### config.mk
export PLATFORM = sky130hd
export DESIGN_NAME = error_inj_multi
export DESIGN_NICKNAME = d
export VERILOG_FILES = /design/src/rtl/error_inj_multi.sv
export SDC_FILE = /design/constraint.sdc
export NUM_CORES = 1
export LEC_CHECK = 0
export BUFFER_PORTS_ARGS = -buffer_cell sky130_fd_sc_hd__buf_2
export CORE_ASPECT_RATIO = 0.9
export CORE_MARGIN = 2
export CORE_UTILIZATION = 58
export CTS_BUF_LIST = sky130_fd_sc_hd__clkbuf_16
export CTS_CLUSTER_DIAMETER = 40
export DETAILED_ROUTE_END_ITERATION = 8
export PLACE_DENSITY = 0.8
export SETUP_SLACK_MARGIN = 0.1
export SLEW_MARGIN = 0
export SYNTH_ARGS = -nofsm -noshare
export SYNTH_HDL_FRONTEND = slang
export SYNTH_SLANG_ARGS = --single-unit
### constraint.sdc
create_clock -name CLK -period 3 [get_ports CLK]
set_input_delay 0.45 -clock CLK [delete_from_list [all_inputs] [get_ports CLK]]
set_output_delay 0.45 -clock CLK [all_outputs]
set_load 0.03 [all_outputs]
### src/rtl/error_inj_multi.sv
// Multi-lane BER error injector: decade-rate or push-button triggers, bursts of
// programmable length on all masked lanes or one masked lane per burst.
module error_inj_multi #(
    parameter int LANES   = 4,
    parameter int DIGITS  = 6,
    parameter int BURST_W = 4,
    parameter int CNT_W   = 16
) (
    input  logic               CLK,
    input  logic               RST,
    input  logic               EN,
    input  logic [3:0]         RATE_SEL,
    input  logic [LANES-1:0]   LANE_MASK,
    input  logic               LANE_MODE,
    input  logic [BURST_W-1:0] BURST_LEN,
    input  logic               INJECT_BTN,
    output logic [LANES-1:0]   ERROR,
    output logic               BUSY,
    output logic [CNT_W-1:0]   ERR_COUNT,
    output logic               OVERRUN
);

    localparam int PTR_W = (LANES > 1) ? $clog2(LANES) : 1;

    typedef enum logic [0:0] {
        ST_IDLE  = 1'b0,
        ST_BURST = 1'b1
    } state_t;

    logic [DIGITS-1:0][3:0] digit_q, digit_d;
    logic [DIGITS:0]        all9_s;
    int                     rate_eff_s;
    logic                   tick_sel_s;
    logic                   btn_s1_q, btn_s2_q, btn_s3_q;
    logic                   btn_edge_s;
    logic                   trig_s;
    logic [PTR_W-1:0]       ptr_q, sel_hi_s, sel_lo_s, sel_idx_s, ptr_next_s;
    logic                   found_hi_s;
    logic [LANES-1:0]       target_s;
    logic [BURST_W-1:0]     remaining_q, remaining_init_s;
    state_t                 state_q;
    logic [LANES-1:0]       error_q;
    logic                   busy_q;
    logic [CNT_W-1:0]       count_q;
    logic                   overrun_q;

    // Decade chain next state and the "digits 0..k-1 all nine" prefix terms
    always_comb begin
        all9_s[0] = 1'b1;
        digit_d   = digit_q;
        for (int i = 0; i < DIGITS; i++) begin
            all9_s[i+1] = all9_s[i] & (digit_q[i] == 4'd9);
            if (EN && all9_s[i]) begin
                digit_d[i] = (digit_q[i] == 4'd9) ? 4'd0 : digit_q[i] + 4'd1;
            end else begin
                digit_d[i] = digit_q[i];
            end
        end
    end

    // Rate selection (out-of-range codes clamp to the longest period) and trigger merge
    always_comb begin
        rate_eff_s = (int'(RATE_SEL) > DIGITS) ? DIGITS : int'(RATE_SEL);
        tick_sel_s = 1'b0;
        for (int k = 1; k <= DIGITS; k++) begin
            tick_sel_s = tick_sel_s | (EN & all9_s[k] & (rate_eff_s == k));
        end
        btn_edge_s = btn_s2_q & ~btn_s3_q;
        trig_s     = (tick_sel_s | btn_edge_s) & (|LANE_MASK);
    end

    // Round-robin lane pick: lowest set mask bit at or above ptr, else lowest overall
    always_comb begin
        sel_hi_s   = '0;
        sel_lo_s   = '0;
        found_hi_s = 1'b0;
        for (int i = LANES - 1; i >= 0; i--) begin
            if (LANE_MASK[i] && (i >= int'(ptr_q))) begin
                sel_hi_s   = PTR_W'(i);
                found_hi_s = 1'b1;
            end else begin
                sel_hi_s   = sel_hi_s;
                found_hi_s = found_hi_s;
            end
            if (LANE_MASK[i]) begin
                sel_lo_s = PTR_W'(i);
            end else begin
                sel_lo_s = sel_lo_s;
            end
        end
        sel_idx_s  = found_hi_s ? sel_hi_s : sel_lo_s;
        ptr_next_s = (int'(sel_idx_s) == LANES - 1) ? '0 : sel_idx_s + PTR_W'(1);
        target_s   = LANE_MODE ? (LANES'(1'b1) << sel_idx_s) : LANE_MASK;
        remaining_init_s = (BURST_LEN == '0) ? '0 : BURST_LEN - BURST_W'(1);
    end

    // Decade counter chain and button synchroniser / edge flops
    always_ff @(posedge CLK or negedge RST) begin
        if (!RST) begin
            digit_q  <= '0;
            btn_s1_q <= 1'b0;
            btn_s2_q <= 1'b0;
            btn_s3_q <= 1'b0;
        end else begin
            digit_q  <= digit_d;
            btn_s1_q <= INJECT_BTN;
            btn_s2_q <= btn_s1_q;
            btn_s3_q <= btn_s2_q;
        end
    end

    // Burst FSM with registered lane strobes, counter and sticky overrun
    always_ff @(posedge CLK or negedge RST) begin
        if (!RST) begin
            state_q     <= ST_IDLE;
            error_q     <= '0;
            busy_q      <= 1'b0;
            remaining_q <= '0;
            ptr_q       <= '0;
            count_q     <= '0;
            overrun_q   <= 1'b0;
        end else begin
            case (state_q)
                ST_IDLE: begin
                    if (trig_s) begin
                        state_q     <= ST_BURST;
                        error_q     <= target_s;
                        busy_q      <= 1'b1;
                        remaining_q <= remaining_init_s;
                        if (count_q != {CNT_W{1'b1}}) begin
                            count_q <= count_q + CNT_W'(1);
                        end
                        if (LANE_MODE) begin
                            ptr_q <= ptr_next_s;
                        end
                    end
                end
                ST_BURST: begin
                    // Triggers are never queued; the last burst cycle also drops them
                    if (trig_s) begin
                        overrun_q <= 1'b1;
                    end
                    if (remaining_q == '0) begin
                        state_q <= ST_IDLE;
                        error_q <= '0;
                        busy_q  <= 1'b0;
                    end else begin
                        remaining_q <= remaining_q - BURST_W'(1);
                    end
                end
                default: begin
                    state_q <= ST_IDLE;
                    error_q <= '0;
                    busy_q  <= 1'b0;
                end
            endcase
        end
    end

    assign ERROR     = error_q;
    assign BUSY      = busy_q;
    assign ERR_COUNT = count_q;
    assign OVERRUN   = overrun_q;

endmodule

### Word level (Yosys, flattened, before mapping)

Cells that the tools add are included.

| word-level totals | value |
|---|---|
| register bits after elaboration | 56 |
| word-level logic and storage cells | 125 |
| output and inout bits | 22 |

| cells by class | value |
|---|---|
| $add $sub $neg | 10 |
| muxes and demuxes | 34 |
| reduce and logical (&&, ||, !) cells | 16 |
| equality and inequality tests | 17 |
| shift operators | 1 |
| bitwise gates (word level) | 27 |
| $lt $le $gt $ge | 4 |

Operators by type and width:

| cell | number |
|---|---|
| 4-bit 2-to-1 mux | 13 |
| 4-bit by 1-bit adder with 4-bit output, second input constant | 6 |
| 4-bit == test, second input constant | 6 |
| 1-bit bitwise AND | 19 |
| 2-bit 2-to-1 mux | 9 |
| 16-bit by 1-bit adder with 16-bit output, second input constant | 1 |
| 16-bit != test, second input constant | 1 |
| 4-bit case mux with 2 select lines | 2 |
| 4-bit by 3-bit == test with 1-bit output, second input constant | 3 |
| 4-bit by 2-bit == test with 1-bit output, second input constant | 2 |
| 1-bit logical AND | 8 |
| 4-bit logical NOT | 2 |
| 1-bit 2-to-1 mux | 8 |
| 4-bit by 1-bit subtractor with 4-bit output, second input constant | 2 |
| 1-bit OR | 6 |
| 2-bit AND reduction | 3 |
| 3-bit AND reduction | 2 |
| 4-bit by 1-bit == test with 1-bit output, second input constant | 1 |
| 1-bit by 2-bit greater-or-equal comparator with 1-bit output, first input constant | 2 |
| 4-bit by 3-bit greater-than comparator with 1-bit output, second input constant | 1 |
| 2-bit != test, second input constant | 2 |
| 1-bit case mux with 2 select lines | 2 |
| 4-bit OR reduction | 1 |
| 1-bit by 2-bit left shift with 4-bit output, first input constant | 1 |
| other kinds (5) | 6 |

### Longest topological paths before layout

| depth | value |
|---|---|
| depth after elaboration | 13 |
| gate-level depth with buffers | 9 |
| mapped depth without buffers | 9 |

### Worst setup path after synthesis

Ideal clock, no wire load.

| timing path | value |
|---|---|
| path kind | register -> register |
| start | reg digit_q[5] (netlist bit) |
| end | reg count_q[1] (netlist: ERR_COUNT[1]) |
| cell stages (with the launch flop) | 8 |
| slack | 0.295 ns |
| period minus slack after synthesis | 2.705 ns |
| data required time | 2.875 ns |
| path buffers | 0 |
| arrival | 2.580 ns |
| cells stage by stage | dfrtp_1 -> or3b_4 -> nor4_4 -> nand4_4 -> nand2b_4 -> a221o_1 -> or3_4 -> mux2_4 |

| between the ends | value |
|---|---|
| cells in the longest elaborated chain, start to end | 12 |
| elaborated cells between the ends (all ways) | 24 |

Ends and longest elaborated chain:

| element | RTL line | source |
|---|---|---|
| from (decl) | 30 | `logic [DIGITS-1:0][3:0] digit_q, digit_d;` |
| from (signal assigned) | 105 | `digit_q <= digit_d;` |
| 4-bit == test (*) | 52 | `all9_s[i+1] = all9_s[i] & (digit_q[i] == 4'd9);` |
| 1-bit bitwise AND (*) | 52 |  |
| 1-bit bitwise AND (on tied branches) (2 in series) | 66, 52 |  |
| 1-bit OR, or another cell as far along (2 in series) | 66 | `tick_sel_s = tick_sel_s \| (EN & all9_s[k] & (rate_eff_s == k));` |
| 1-bit OR / 1-bit bitwise AND (equally long branches) (2 in series) | 66 |  |
| 1-bit OR (*) | 66 |  |
| 1-bit OR (*) | 69 | `trig_s = (tick_sel_s \| btn_edge_s) & (\|LANE_MASK);` |
| 1-bit bitwise AND (*) | 69 |  |
| 3-bit AND reduction (no source line) (*) | - |  |
| to (signal assigned) | 131 | `count_q <= count_q + CNT_W'(1);` |
| to (decl) | 44 | `logic [CNT_W-1:0] count_q;` |

Every way passes the cells marked *; elsewhere a longest branch is shown, timed or not.
A chain may end at the register's enable or synchronous reset.

### Worst setup path in the final report

| timing path | value |
|---|---|
| start | reg digit_q[18] (netlist bit) |
| end | reg count_q[10] (netlist: ERR_COUNT[10]) |

| between the ends | value |
|---|---|
| cells in the longest elaborated chain, start to end | 9 |
| elaborated cells between the ends (all ways) | 12 |

Ends and longest elaborated chain:

| element | RTL line |
|---|---|
| 4-bit == test (*) | 52 |
| 1-bit bitwise AND (*) | 52 |
| 1-bit bitwise AND (on tied branches) | 66, 52 |
| 1-bit bitwise AND | 66 |
| 1-bit OR / 1-bit bitwise AND (equally long branches) | 66 |
| 1-bit OR (*) | 66 |
| 1-bit OR (*) | 69 |
| 1-bit bitwise AND (*) | 69 |
| 3-bit AND reduction (no source line) (*) | - |

Marked as above.

==> results.py <==
metrics = {
    "synthesis": {
        "postSynthAreaPerCell_um2": 10.4,
        "ys.flop_type": "dfrtp_1",
        "synth_cell_types": 57,
        "seq_area_frac_synth_pct": 46.8,
        "synth_top_area_share_pct": 46.8,
        "ys_warn_count": 0,
        "syn_area_um2": 2990,
        "synth_seq_cells": 56,
        "synth_top_area_cell": "dfrtp_1",
        "ys_async_sr_fraction_pct": 100,
        "synth_edf_count": 0,
        "synthCells": 287,
        "synth_fp_nets": 311,
        "synth_top_cells_by_area": "dfrtp_1, xor2_1, nand2_1",
    },
    "clock_network": {
        "cts_tree": "yes",
        "holdBufCountCts": 0,
        "ctsLongestPathBuffers": 2,
        "cts_buffers": 5,
        "path_clk_slew_ps": 70,
        "clock_latency_ps": 290,
        "cts_resized": 0,
        "cts.sinks": 56,
        "post_cts_buffers": 0,
        "cts.htree.levels": 2,
        "cts-root-buf": "clkbuf_16",
    },
    "drt": {
        "wl_per_cell_um": 14.4,
        "wl_um": 5680,
        "ant_nets": 0,
        "drcViolationCount": 0,
        "vias": 2233,
        "drt_first_iter_violations": 87,
        "vias_per_cell": 5.65,
        "dr.pass1.iters": 4,
    },
    "sta": {
        "worst_pin_slew_ps": 539,
        "finalSetupTns_ps": 0,
        "clock.fmax_ghz": 0.375,
        "hold_ws_ps": 77.0,
        "rsz0062_at_grt": "false",
        "finalSetupViolCount": 0,
        "clock_skew_ps": 5.96,
        "slew_viol_final": 0,
        "slew_headroom_pct": 63.6,
        "period_needed_ps": 2670,
        "period_share_pct": 88.9,
        "hold_violations": 0,
    },
    "setup_path": {
        "critical_path.cell_chain": "and4bb_2 -> nand2_1 -> o41ai_1 -> nand2b_4 -> a221o_1 -> buf_4 -> nor4b_1 -> xor2_1",
        "cp-start-kind": "register",
        "r2r_slack_ps": 330,
        "rr_worst_depth": 8,
        "r2r-start": "digit_q[18]$_DFFE_PN0P_",
        "critical_path_required_ps": 3210,
        "cp.arrival_ps": 2880,
        "critPathMaxFanout": 13,
        "path_delay_family": "compound AO/OA/AOI/OAI gates",
        "endpoint_kind": "register",
        "worst-path-buf-inv": 1,
        "crit_type": "reg -> reg",
        "cp_slowest_cell": "o41ai_1",
        "rr_endpoint": "ERR_COUNT[10]$_DFFE_PN0P_",
        "cpPeakStageDelay_ps": 570,
    },
    "floorplanning": {
        "die_x_um": 79.7,
        "fp.coreArea_um2": 4890,
        "fp.dieArea_um2": 5750,
        "start_util_pct": 61.2,
        "io_pins": 39,
        "placementRows": 24,
        "fp.dieH_um": 72.2,
    },
    "flow_run": {
        "drv_cap": 0,
    },
    "finish": {
        "drive_gt1_share_pct": 22.4,
        "stdcell_count": 395,
        "fillers": 380,
        "final_common_cell": "dfrtp_1",
        "final_cell_mix": "dfrtp_1, buf_2, nand2_1, o21ai_0, xor2_1",
        "fin_nets": 354,
        "area_growth_pct": 13.9,
        "num_antenna_cells": 0,
    },
    "placement": {
        "place_hpwl_um": 4140,
        "gp_congestion": 0.814,
        "placedCellCount": 388,
        "port_buffers": 38,
    },
    "grt": {
        "grt_max_degree": 40,
        "grtUsageTotal_pct": 22.3,
        "grt_pass1_vias": 2248,
        "grt-ovfl-total": 0,
        "grt_antenna_before_repair": 0,
        "grt_pass1_wl_um": 10200,
    },
    "power_and_ir_drop": {
        "leakagePower_nw": 1.57,
        "peakVddDrop_v": 0.000485,
        "powerDensity_nw_per_um2": 743,
        "p_total_w": 0.00253,
    },
    "hold_path": {
        "hold_path_class": "in -> async",
    },
    "run_status": {
        "outcome": "completed",
    },
}
metal layers:
| metal | routed length (um) | GRT usage (%) | vias up | part of all wire (%) |
|---|---|---|---|---|
| li1 | - | - | 1111 | - |
| met1 | 2750 | 30.6 | 1072 | 48 |
| met2 | 2630 | 36.4 | 43 | 46 |
| met3 | 226 | 4.10 | 7 | 4.0 |
| met4 | 69 | 6.97 | 0 | 1.2 |
| met5 | 0 | 0 | - | 0 |
flip-flops by register name (all words and copies together), names as in the netlist:
| signal | cells |
|---|---|
| btn_s3_q | 1 |
| btn_s1_q | 1 |
| ERROR | 4 |
| btn_s2_q | 1 |
| BUSY | 1 |
| state_q | 1 |
| digit_q | 24 |
| ptr_q | 2 |
| remaining_q | 4 |
| ERR_COUNT | 16 |
| OVERRUN | 1 |
through the flow:
stage	setup WS [ps]	utilization [%]	instance area (um2)
2_1_floorplan	295	-	2990
3_3_place_gp	417	66.9	3280
3_5_place_dp	350	66.9	3280
4_1_cts	320	69.7	3410
5_1_grt	130	69.7	3410
6_report	332	69.7	3410
where the power goes:
part	internal, W	switching [W]	leakage, nW
registers	0.000934	0.000208	0.692
clock network	0.000301	0.000245	0.0709
logic	0.000340	0.000506	0.808
Yosys cell counts (all sizes together) (3+ instances only):
master,number
nor3,13
nor2,13
a21o,6
ha,7
xnor2,12
nand2,33
o21ai,17
nand3,10
a21oi,6
nor3b,4
mux2i,11
dfrtp,56
buf,3
clkbuf,4
nor4,5
nor2b,10
nand2b,4
nand4,7
xor2,15
mux2,5
and3,3
inv,9
cell type report:
class                   count  area, um2  share of cell area, %
clock buffers               5        125                   3.67
inverters                   9       33.8                  0.991
multi-input cells         215       1530                   44.9
repair buffers             43        228                   6.68
clock inverters             2       8.76                  0.257
well taps                  65       81.3                   2.39
flip-flops and latches     56       1400                   41.1
worst register-to-register path, stage by stage, from the launching register on:
cell and delay [ps]:
dfrtp_1 420, and4bb_2 340, nand2_1 100, o41ai_1 570
nand2b_4 90, a221o_1 350, buf_4 200, nor4b_1 360
xor2_1 170
kinds of logic after synthesis:
logic type / after synthesis / synth area share (%)
xor gates and xnor gates: 27 / 7.90
AOI/OAI and AO/OA: 44 / 9.90
adders and majority gates: 7 / 2.93
and+or+nand+nor: 121 / 24.5
muxes: 16 / 5.68
DFF: 56 / 46.8
buffers and inverters: 16 / 2.26
worst max-delay path by stage:
stage,start,to,cells past startpoint
6_report,digit_q[18]$_DFFE_PN0P_,ERR_COUNT[10]$_DFFE_PN0P_,8
5_1_grt,digit_q[18]$_DFFE_PN0P_,ERR_COUNT[13]$_DFFE_PN0P_,8
4_1_cts,digit_q[18]$_DFFE_PN0P_,ERR_COUNT[13]$_DFFE_PN0P_,8
3_5_place_dp,digit_q[17]$_DFFE_PN0P_,ERR_COUNT[10]$_DFFE_PN0P_,8
3_3_place_gp,digit_q[17]$_DFFE_PN0P_,ERR_COUNT[1]$_DFFE_PN0P_,7
2_1_floorplan,digit_q[5]$_DFFE_PN0P_,ERR_COUNT[1]$_DFFE_PN0P_,7
Note: power is estimated with default switching activity, not from simulation.
